$ cat config.mk
export PLATFORM = sky130hd
export DESIGN_NAME = osd_dem_uart_16550_rx
export DESIGN_NICKNAME = d
export VERILOG_FILES = /design/src/rtl/osd_dem_uart_16550_rx.sv
export SDC_FILE = /design/constraint.sdc
export NUM_CORES = 1
export LEC_CHECK = 0
export ABC_AREA = 1
export BUFFER_PORTS_ARGS = -buffer_cell sky130_fd_sc_hd__buf_2
export CAP_MARGIN = 20
export CORE_MARGIN = 5
export CORE_UTILIZATION = 55
export DETAILED_ROUTE_END_ITERATION = 8
export GPL_TIMING_DRIVEN = 0
export PLACE_DENSITY = 0.79
export SLEW_MARGIN = 0
export SYNTH_ARGS = -nofsm -noshare
export SYNTH_HDL_FRONTEND = slang
export SYNTH_SLANG_ARGS = --single-unit
$ cat constraint.sdc
create_clock -name clk -period 1.9 [get_ports clk]
set_clock_uncertainty 0.05 [all_clocks]
set_input_delay 0.38 -clock clk [delete_from_list [all_inputs] [get_ports clk]]
set_output_delay 0.38 -clock clk [all_outputs]
set_load 0.01 [all_outputs]
$ cat src/rtl/osd_dem_uart_16550_rx.sv
// rtl/osd_dem_uart_16550_rx.sv - 16550-style receive register window over a character FIFO
module osd_dem_uart_16550_rx #(
  parameter int FIFO_DEPTH   = 16,
  parameter bit DROP_ON_FULL = 1'b0
) (
  input  logic       clk,
  input  logic       rst,
  input  logic       bus_req,
  input  logic [2:0] bus_addr,
  input  logic       bus_write,
  input  logic [7:0] bus_wdata,
  output logic       bus_ack,
  output logic [7:0] bus_rdata,
  input  logic       in_valid,
  input  logic [7:0] in_char,
  output logic       in_ready,
  output logic       irq
);

  localparam int AW = (FIFO_DEPTH > 1) ? $clog2(FIFO_DEPTH) : 1;
  localparam int CW = AW + 1;

  logic [7:0]    r_mem [FIFO_DEPTH];
  logic [AW-1:0] r_head;
  logic [AW-1:0] r_tail;
  logic [CW-1:0] r_count;
  logic [7:0]    r_lcr;
  logic [2:0]    r_ier;
  logic [7:0]    r_dll;
  logic [7:0]    r_dlm;
  logic [7:0]    r_scr;
  logic          r_oe;
  logic          r_oe_clr;
  logic          r_irq;

  logic       w_dlab;
  logic       w_empty;
  logic       w_full;
  logic       w_rd;
  logic       w_wr;
  logic       w_pop;
  logic       w_push;
  logic       w_drop;
  logic       w_flush;
  logic [7:0] w_rbr;
  logic [7:0] w_iir;
  logic [7:0] w_lsr;

  assign w_dlab  = r_lcr[7];
  assign w_empty = (r_count == '0);
  assign w_full  = (r_count == CW'(FIFO_DEPTH));
  assign w_rd    = bus_req & ~bus_write;
  assign w_wr    = bus_req & bus_write;
  assign w_pop   = w_rd & (bus_addr == 3'd0) & ~w_dlab & ~w_empty;
  assign w_flush = w_wr & (bus_addr == 3'd2) & bus_wdata[1];

  // In drop mode a full FIFO still takes a char when the head leaves this cycle.
  assign w_push   = DROP_ON_FULL ? (in_valid & (~w_full | w_pop)) : (in_valid & ~w_full);
  assign w_drop   = DROP_ON_FULL & in_valid & w_full & ~w_pop;
  assign in_ready = DROP_ON_FULL ? 1'b1 : ~w_full;
  assign bus_ack  = bus_req;
  assign irq      = r_irq;

  assign w_rbr = w_empty ? 8'h00 : r_mem[r_head];
  assign w_lsr = {1'b0, 1'b1, 1'b1, 3'b000, r_oe, ~w_empty};

  always_comb begin
    w_iir = 8'hC1;
    if (r_ier[2] & r_oe) begin
      w_iir = 8'hC6;
    end else if (r_ier[0] & ~w_empty) begin
      w_iir = 8'hC4;
    end
  end

  always_comb begin
    bus_rdata = 8'h00;
    case (bus_addr)
      3'd0:    bus_rdata = w_dlab ? r_dll : w_rbr;
      3'd1:    bus_rdata = w_dlab ? r_dlm : {5'b00000, r_ier};
      3'd2:    bus_rdata = w_iir;
      3'd3:    bus_rdata = r_lcr;
      3'd5:    bus_rdata = w_lsr;
      3'd7:    bus_rdata = r_scr;
      default: bus_rdata = 8'h00;
    endcase
  end

  always_ff @(posedge clk) begin
    if (w_push && !w_flush) begin
      r_mem[r_tail] <= in_char;
    end
  end

  always_ff @(posedge clk or negedge rst) begin
    if (!rst) begin
      r_head  <= '0;
      r_tail  <= '0;
      r_count <= '0;
    end else if (w_flush) begin
      r_head  <= '0;
      r_tail  <= '0;
      r_count <= '0;
    end else begin
      if (w_pop) begin
        r_head <= r_head + AW'(1);
      end
      if (w_push) begin
        r_tail <= r_tail + AW'(1);
      end
      case ({w_push, w_pop})
        2'b10:   r_count <= r_count + CW'(1);
        2'b01:   r_count <= r_count - CW'(1);
        default: r_count <= r_count;
      endcase
    end
  end

  always_ff @(posedge clk or negedge rst) begin
    if (!rst) begin
      r_lcr <= 8'h00;
      r_ier <= 3'b000;
      r_dll <= 8'h00;
      r_dlm <= 8'h00;
      r_scr <= 8'h00;
    end else if (w_wr) begin
      case (bus_addr)
        3'd0: if (w_dlab) r_dll <= bus_wdata;
        3'd1: if (w_dlab) r_dlm <= bus_wdata; else r_ier <= bus_wdata[2:0];
        3'd3: r_lcr <= bus_wdata;
        3'd7: r_scr <= bus_wdata;
        default: ;
      endcase
    end
  end

  // OE is cleared one cycle after an LSR read that returned it set; a new overrun wins.
  always_ff @(posedge clk or negedge rst) begin
    if (!rst) begin
      r_oe     <= 1'b0;
      r_oe_clr <= 1'b0;
      r_irq    <= 1'b0;
    end else begin
      r_oe_clr <= w_rd & (bus_addr == 3'd5) & r_oe;
      if (w_drop) begin
        r_oe <= 1'b1;
      end else if (r_oe_clr) begin
        r_oe <= 1'b0;
      end
      r_irq <= (r_ier[2] & r_oe) | (r_ier[0] & ~w_empty);
    end
  end

endmodule

==> results of run 1 <==
==> state kept, by name, summed over array words and instances (netlist names) <==
register and flops:
r_dll 8, r_mem 128, r_ier 3, r_count 5, r_head 4, r_tail 4
r_scr 8, r_lcr 8, irq 1, r_dlm 8
==> path summary, 6_finish.rpt <==
check | from | to | slack [ns] | cells past startpoint
max | r_head[0] | bus_rdata[7] | -0.77 | 12
max in group asynchronous | rst | r_head[1] | 0.87 | 3
min reg2reg | r_dll[0] | r_dll[0] | 0.44 | 2
min in group asynchronous | rst | r_scr[0] | 0.39 | 2
min | bus_wdata[4] | r_scr[4] | 0.13 | 3
max reg2reg | r_count[2] | r_count[2] | -0.06 | 12
==> worst register-to-register path: cells and delay by family, from the launching register on <==
kind	cells	cell delay, ns
buffers and inverters	3	0.28
and+or+nand+nor	6	0.63
DFF	1	0.45
adders and majority gates	1	0.16
AOI/OAI and AO/OA	1	0.10
xor gates and xnor gates	1	0.18
==> cells in the final DEF, fill, tap and decap left out, types with 4 or more instances in the layout <==
cell	count
buf_6	7
o21ai_0	101
inv_2	9
buf_2	40
o221ai_1	7
nor2_2	6
nor3_4	10
a221oi_1	6
buf_12	13
inv_1	47
clkbuf_16	17
nand2_1	97
edfxtp_1	128
ha_1	5
nor2_1	87
clkbuf_4	6
nand2_2	12
a21oi_1	26
o211ai_1	24
nand3_1	24
buf_4	24
nor2_4	14
o21ai_1	9
dfrtp_2	4
dfrtp_1	45
clkbuf_1	6
nand2_4	5
==> report_power, final <==
| part | total [µW] | internal [µW] | switching [µW] |
|---|---|---|---|
| Combinational | 5130 | 1870 | 3260 |
| Clock | 3210 | 1780 | 1420 |
| Sequential | 5030 | 4710 | 313 |
==> through the flow <==
step	total power, µW	setup TNS, ns	hold slack [ns]	std cells
2_1_floorplan	7624	-2.420	0.03441	720
3_3_place_gp	8774	-55.77	0.4200	934
3_5_place_dp	8965	-46.22	0.4253	937
4_1_cts	12950	-5.687	0.1244	990
5_1_grt	13970	-7.212	0.1296	1000
6_report	13370	-6.022	0.1295	1000
==> logic make-up (layout without fill, tap and decap cells) <==
| group | after synthesis | in the layout | synth area share, % |
|---|---|---|---|
| simple gates | 266 | 266 | 15.28 |
| compound gates | 180 | 180 | 13.24 |
| flops | 177 | 177 | 65.50 |
| buf+inv | 89 | 189 | 4.785 |
| fa+ha+maj | 6 | 6 | 0.9699 |
| xor+xnor | 2 | 2 | 0.2264 |
==> per-layer routing <==
metal | part of all wire (%) | vias up
li1 | - | 2705
met1 | 38 | 2980
met2 | 48 | 400
met3 | 9.2 | 84
met4 | 4.8 | 0
met5 | 0 | -
==> final cells by class <==
cell class | instances | share of cell area [%]
sequential | 177 | 53.41
multi-input combinational | 454 | 26.93
timing repair buffer | 70 | 6.650
clock buffer | 20 | 4.596
buffer | 30 | 2.634
inverter | 59 | 2.476
tap | 180 | 2.370
clock inverter | 10 | 0.9349
==> repair_timing <==
| action | CTS | global route |
|---|---|---|
| setup endpoints to repair | 137 | 57 |
| hold buffers | 0 | 1 |
| pin swaps | 24 | 12 |
| gates cloned | 2 | 0 |
| gates resized for setup | 85 | 22 |
| setup buffers | 21 | 8 |
| hold endpoints to repair | 0 | 17 |
==> impl_metrics.toml, run 1 <==
[clocking]
clk_latency_ns = 0.43
clockBufferDepth = 2
cts_tree = "yes"
cts_buffers = 17
clock-sinks = 177
cts-root-buf = "clkbuf_16"
htreeDepth = 4
clk_pin_slew_ns = 0.06

[synthesis]
ys_warn_count = 0
netlist_area_mm2 = 0.007740
synth_top_area_share_pct = 49.66
ys.flop_type = "edfxtp_1"
synth_edf_count = 128
syn_nets = 750
ys_types = 35
synth_most_common_cell = "edfxtp_1"
ys_seq_area_share_pct = 65.50
synth_cells = 720
yosysTopAreaCell = "edfxtp_1"
async_flop_share_pct = 27.68
avgSynthCellArea_um2 = 10.75
synth_area_leaders = "edfxtp_1 50%, dfrtp_1 16%, o21ai_0 7.0%"
synth_common_cells = "128 x edfxtp_1, 109 x o21ai_0, 107 x nand2_1, 101 x nor2_1, 51 x inv_1"
yosys_register_bits = 177

[sta]
period_share_pct = 140.6
finalHoldViolCount = 0
grt_setup_unrepaired = "true"
drv_slew = 0
setup_viol = 10
worst_pin_slew_ns = 0.6363
fin_crit_ns = 2.671
max_slew_margin_pct = 57.58
fmax_mhz = 374.4
fin_ws_ns = -0.7710

[grt]
met3_usage_pct = 4.359
grt_pass1_vias = 5969
use_met2_pct = 41.65
grt_pass1_wl_mm = 31.60
gr-usage-met1_pct = 32.65
overflow = 0
grt_usage_pct = 25.44
busiest_layer = "met2"
antenna_found_initial = 0
grt_max_degree = 50

[die]
die_h_um = 128.6
rows = 43
fp.coreArea_mm2 = 0.01383
io_pins = 35
die_w_um = 128.6
initial_utilization_pct = 55.98
die-area_mm2 = 0.01654

[status]
outcome = "finished with violations"
violations = "negative setup slack"

[placed_design]
gp_congestion = 0.9038
port_buffers = 34
place_ws_ns = -0.7347
hpwlAfterDp_mm = 12.81
place_area_mm2 = 0.008233

[cells_and_area]
nets = 839
nFillCells = 895
area_growth_pct = 22.76
antenna_cells = 0
register_area_mm2 = 0.005075
utilization_pct = 68.72
fin_area_mm2 = 0.009502
drive_above_1_share_pct = 23.66
multi_input_area_mm2 = 0.002559

[routing]
vias = 6169
routed_wl_mm = 21.13
routed_via_density = 6.169
antenna_left = 0
drc = 0
drtPass1Iterations = 6
drtIter0Drc = 1022
wl_per_cell_um = 21.13

[worst_setup_path]
cp-end-kind = "output pin"
slowest_delay_ns = 0.39
critPathKind = "flop to output pin"
cp_data_required_time_ns = 1.47
cp-start-kind = "flop"
crit_family = "buffers and inverters"
cp_slowest_cell = "dfrtp_1"
cp_data_arrival_time_ns = 2.24
path_cells = "buf_6, inv_8, buf_4, o21ai_0, o221ai_1, nand3_1, nand2_2, nand2_1, nand2_1, nand2_1, nand2_1, buf_2"
cp_common_cell = "nand2_1"
critPathMaxFanout = 10
path_buf_inv = 4

[flow_run]
maxCapViolations = 0

[pwr]
leakage_uw = 0.003732
ir_drop_v = 0.0008334
power_density_mw_per_mm2 = 1407

[hold_path]
min-delay-path-class = "input pin to flop"
No activity file was read; power rests on OpenSTA's default activity.
==> run 2: changes to the inputs <==
--- a/config.mk
+++ b/config.mk
@@ -6,6 +6,7 @@
 export NUM_CORES = 1
 export LEC_CHECK = 0
 export ABC_AREA = 1
+export ABC_CLOCK_PERIOD_IN_PS = 1900
 export BUFFER_PORTS_ARGS = -buffer_cell sky130_fd_sc_hd__buf_2
 export CAP_MARGIN = 20
 export CORE_MARGIN = 5
@@ -17,3 +18,4 @@
 export SYNTH_ARGS = -nofsm -noshare
 export SYNTH_HDL_FRONTEND = slang
 export SYNTH_SLANG_ARGS = --single-unit
+export TNS_END_PERCENT = 1
==> run 2 against run 1 <==
  * The flow still finishes with violations (negative setup slack)
  * Non-clock buffer count is 25 lower
  * Final cell count fell by 2.3%
  * Critical path depth is 1 higher
  * Fmax shrank 1.1%
  * Register-to-register slack got worse by 0.24 ns
  * Clock-buffer cell count shrank 2
  * Hold slack worse by 0.013 ns
  * Critical path type unchanged
  * Largest power group is now registers
  * Highest routed layer unchanged
==> impl_metrics.toml, run 2 (same netlist as run 1, synthesis figures left out) <==
[cells_and_area]
nFillCells = 953
largest_reg_flops = 128
mostFrequentLayoutCells = "128 x edfxtp_1, 102 x nand2_1, 101 x o21ai_0"
final_common_cell = "edfxtp_1"
nets = 814
utilization_pct = 66.41
fin_area_mm2 = 0.009183
largest-register = "r_mem"
area_growth_pct = 18.64
antenna_cells = 0
drive_above_1_share_pct = 20.70

[status]
outcome = "finished with violations"
violations = "negative setup slack"

[sta]
fin_ws_ns = -0.8007
max_slew_margin_pct = 50.84
finalHoldViolCount = 0
grt_setup_unrepaired = "true"
setup_viol = 18
period_share_pct = 142.1
fmax_mhz = 370.3
drv_slew = 0
fin_crit_ns = 2.701
worst_pin_slew_ns = 0.7350

[die]
rows = 43
fp.coreArea_mm2 = 0.01383
die-area_mm2 = 0.01654
initial_utilization_pct = 55.98
die_h_um = 128.6
io_pins = 35
die_w_um = 128.6

[pwr]
swShare_pct = 37.77
p_seq_share_pct = 38.0
power.switching_uw = 4964
clockPowerShare_pct = 25.3
ir_drop_v = 0.0007114
leakage_uw = 0.003586
power_density_mw_per_mm2 = 1431
p_comb_share_pct = 36.7
internal_power_uw = 8180

[worst_setup_path]
path_cells = "buf_6, clkinv_8, buf_12, buf_4, o21ai_0, o221ai_1, nand3_1, nand2_1, nand2_1, nand2_1, nand2_1, nand2_1, buf_2"
reg2reg_slack_ns = -0.30
cp_data_arrival_time_ns = 2.27
slowest_delay_ns = 0.41
crit_family = "buffers and inverters"
critPathKind = "flop to output pin"
cp_common_cell = "nand2_1"
path_buf_inv = 5
cp-end-kind = "output pin"
cp_slowest_cell = "dfrtp_1"
cp-start-kind = "flop"
critPathMaxFanout = 9
cp_data_required_time_ns = 1.47

[routing]
drtIter0Drc = 723
routed_wl_mm = 19.55
antenna_left = 0
routed_via_density = 6.005
wl_per_cell_um = 20.01
vias = 5867
drtPass1Iterations = 6
drc = 0

[grt]
grt_pass1_wl_mm = 30.23
antenna_found_initial = 0
grt_max_degree = 50
grt_pass1_vias = 5653
overflow = 0
grt_usage_pct = 24.31

[clocking]
cts-root-buf = "clkbuf_16"
htreeDepth = 4
clock-sinks = 177
clk_pin_slew_ns = 0.07
clk_latency_ns = 0.43
clockBufferDepth = 2
cts_buffers = 17
cts_tree = "yes"

[flow_run]
maxCapViolations = 0

[placed_design]
place_area_mm2 = 0.008180
place_ws_ns = -0.6772
gp_congestion = 0.9317
port_buffers = 34
hpwlAfterDp_mm = 12.78

[hold_path]
min-delay-path-class = "input pin to flop"
run 2: cell types whose count changed in the layout (fill, tap and decap cells not counted), moves of 4 or more:
| cell | previous run | this run |
|---|---|---|
| clkinvlp_4 | 1 | 5 |
| buf_4 | 24 | 11 |
| buf_12 | 13 | 2 |
| nand2_2 | 12 | 8 |
| nand2_1 | 97 | 102 |
run 2: metal layers:
| metal | GRT usage (%) | vias up | part of all wire [%] |
|---|---|---|---|
| met1 | 30.98 | 2812 | 39 |
| met2 | 39.87 | 324 | 49 |
| li1 | - | 2658 | - |
| met5 | 0 | - | 0 |
| met4 | 11.80 | 0 | 4.4 |
| met3 | 5.189 | 73 | 7.6 |
run 2: area by class of cell:
| type | instances | area (µm²) | share of cell area (%) |
|---|---|---|---|
| plain buffers | 30 | 277.8 | 3.025 |
| clock buffers | 18 | 429.2 | 4.674 |
| clock inverters | 14 | 131.4 | 1.431 |
| inverters | 59 | 240.2 | 2.616 |
| multi-input cells | 454 | 2515 | 27.39 |
| flip-flops and latches | 177 | 5072 | 55.24 |
| well taps | 180 | 225.2 | 2.453 |
| repair buffers | 45 | 291.5 | 3.175 |
run 2: final timing paths:
check / start / endpoint / cells past startpoint
setup / recovery: r_head[0] / bus_rdata[7] / 13
min in group asynchronous: rst / r_dlm[7] / 2
hold / removal: bus_wdata[7] / r_dlm[7] / 3
setup reg to reg: r_count[2] / r_count[2] / 11
max in group asynchronous: rst / r_count[0] / 3
hold reg to reg: r_lcr[0] / r_lcr[0] / 2
run 2: timing repair:
action                                  CTS  global route
setup buffers                             2             1
endpoints found under the setup margin  137           133
pin swaps                                20             9
hold buffers                              0             1
gates cloned                              2             0
resized for setup                        91            26
hold endpoints to repair                  0            13
run 2: power groups by stage:
stage / sequential [µW] / combinational (µW) / clock [µW]
2_1_floorplan: 4970 / 2570 / 0
3_3_place_gp: 5010 / 3680 / 0
3_5_place_dp: 5040 / 3860 / 0
4_1_cts: 4980 / 4540 / 3310
5_1_grt: 5050 / 5230 / 3490
6_report: 5000 / 4820 / 3320
run 2: tightest hold or removal path, stage by stage:
cell and delay, ns:
buf_2 0.08, nand2_1 0.04, o21ai_0 0.05
run 2: stage by stage:
step / power (µW) / setup TNS [ns] / instances / hold WS [ns]
floorplan: 7546 / -10.34 / 720 / 0.03441
global placement: 8691 / -67.75 / 934 / 0.4191
detailed placement: 8900 / -62.90 / 938 / 0.4236
CTS: 12830 / -8.347 / 974 / 0.1123
global route: 13770 / -10.73 / 977 / 0.1318
finish: 13140 / -6.595 / 977 / 0.1161
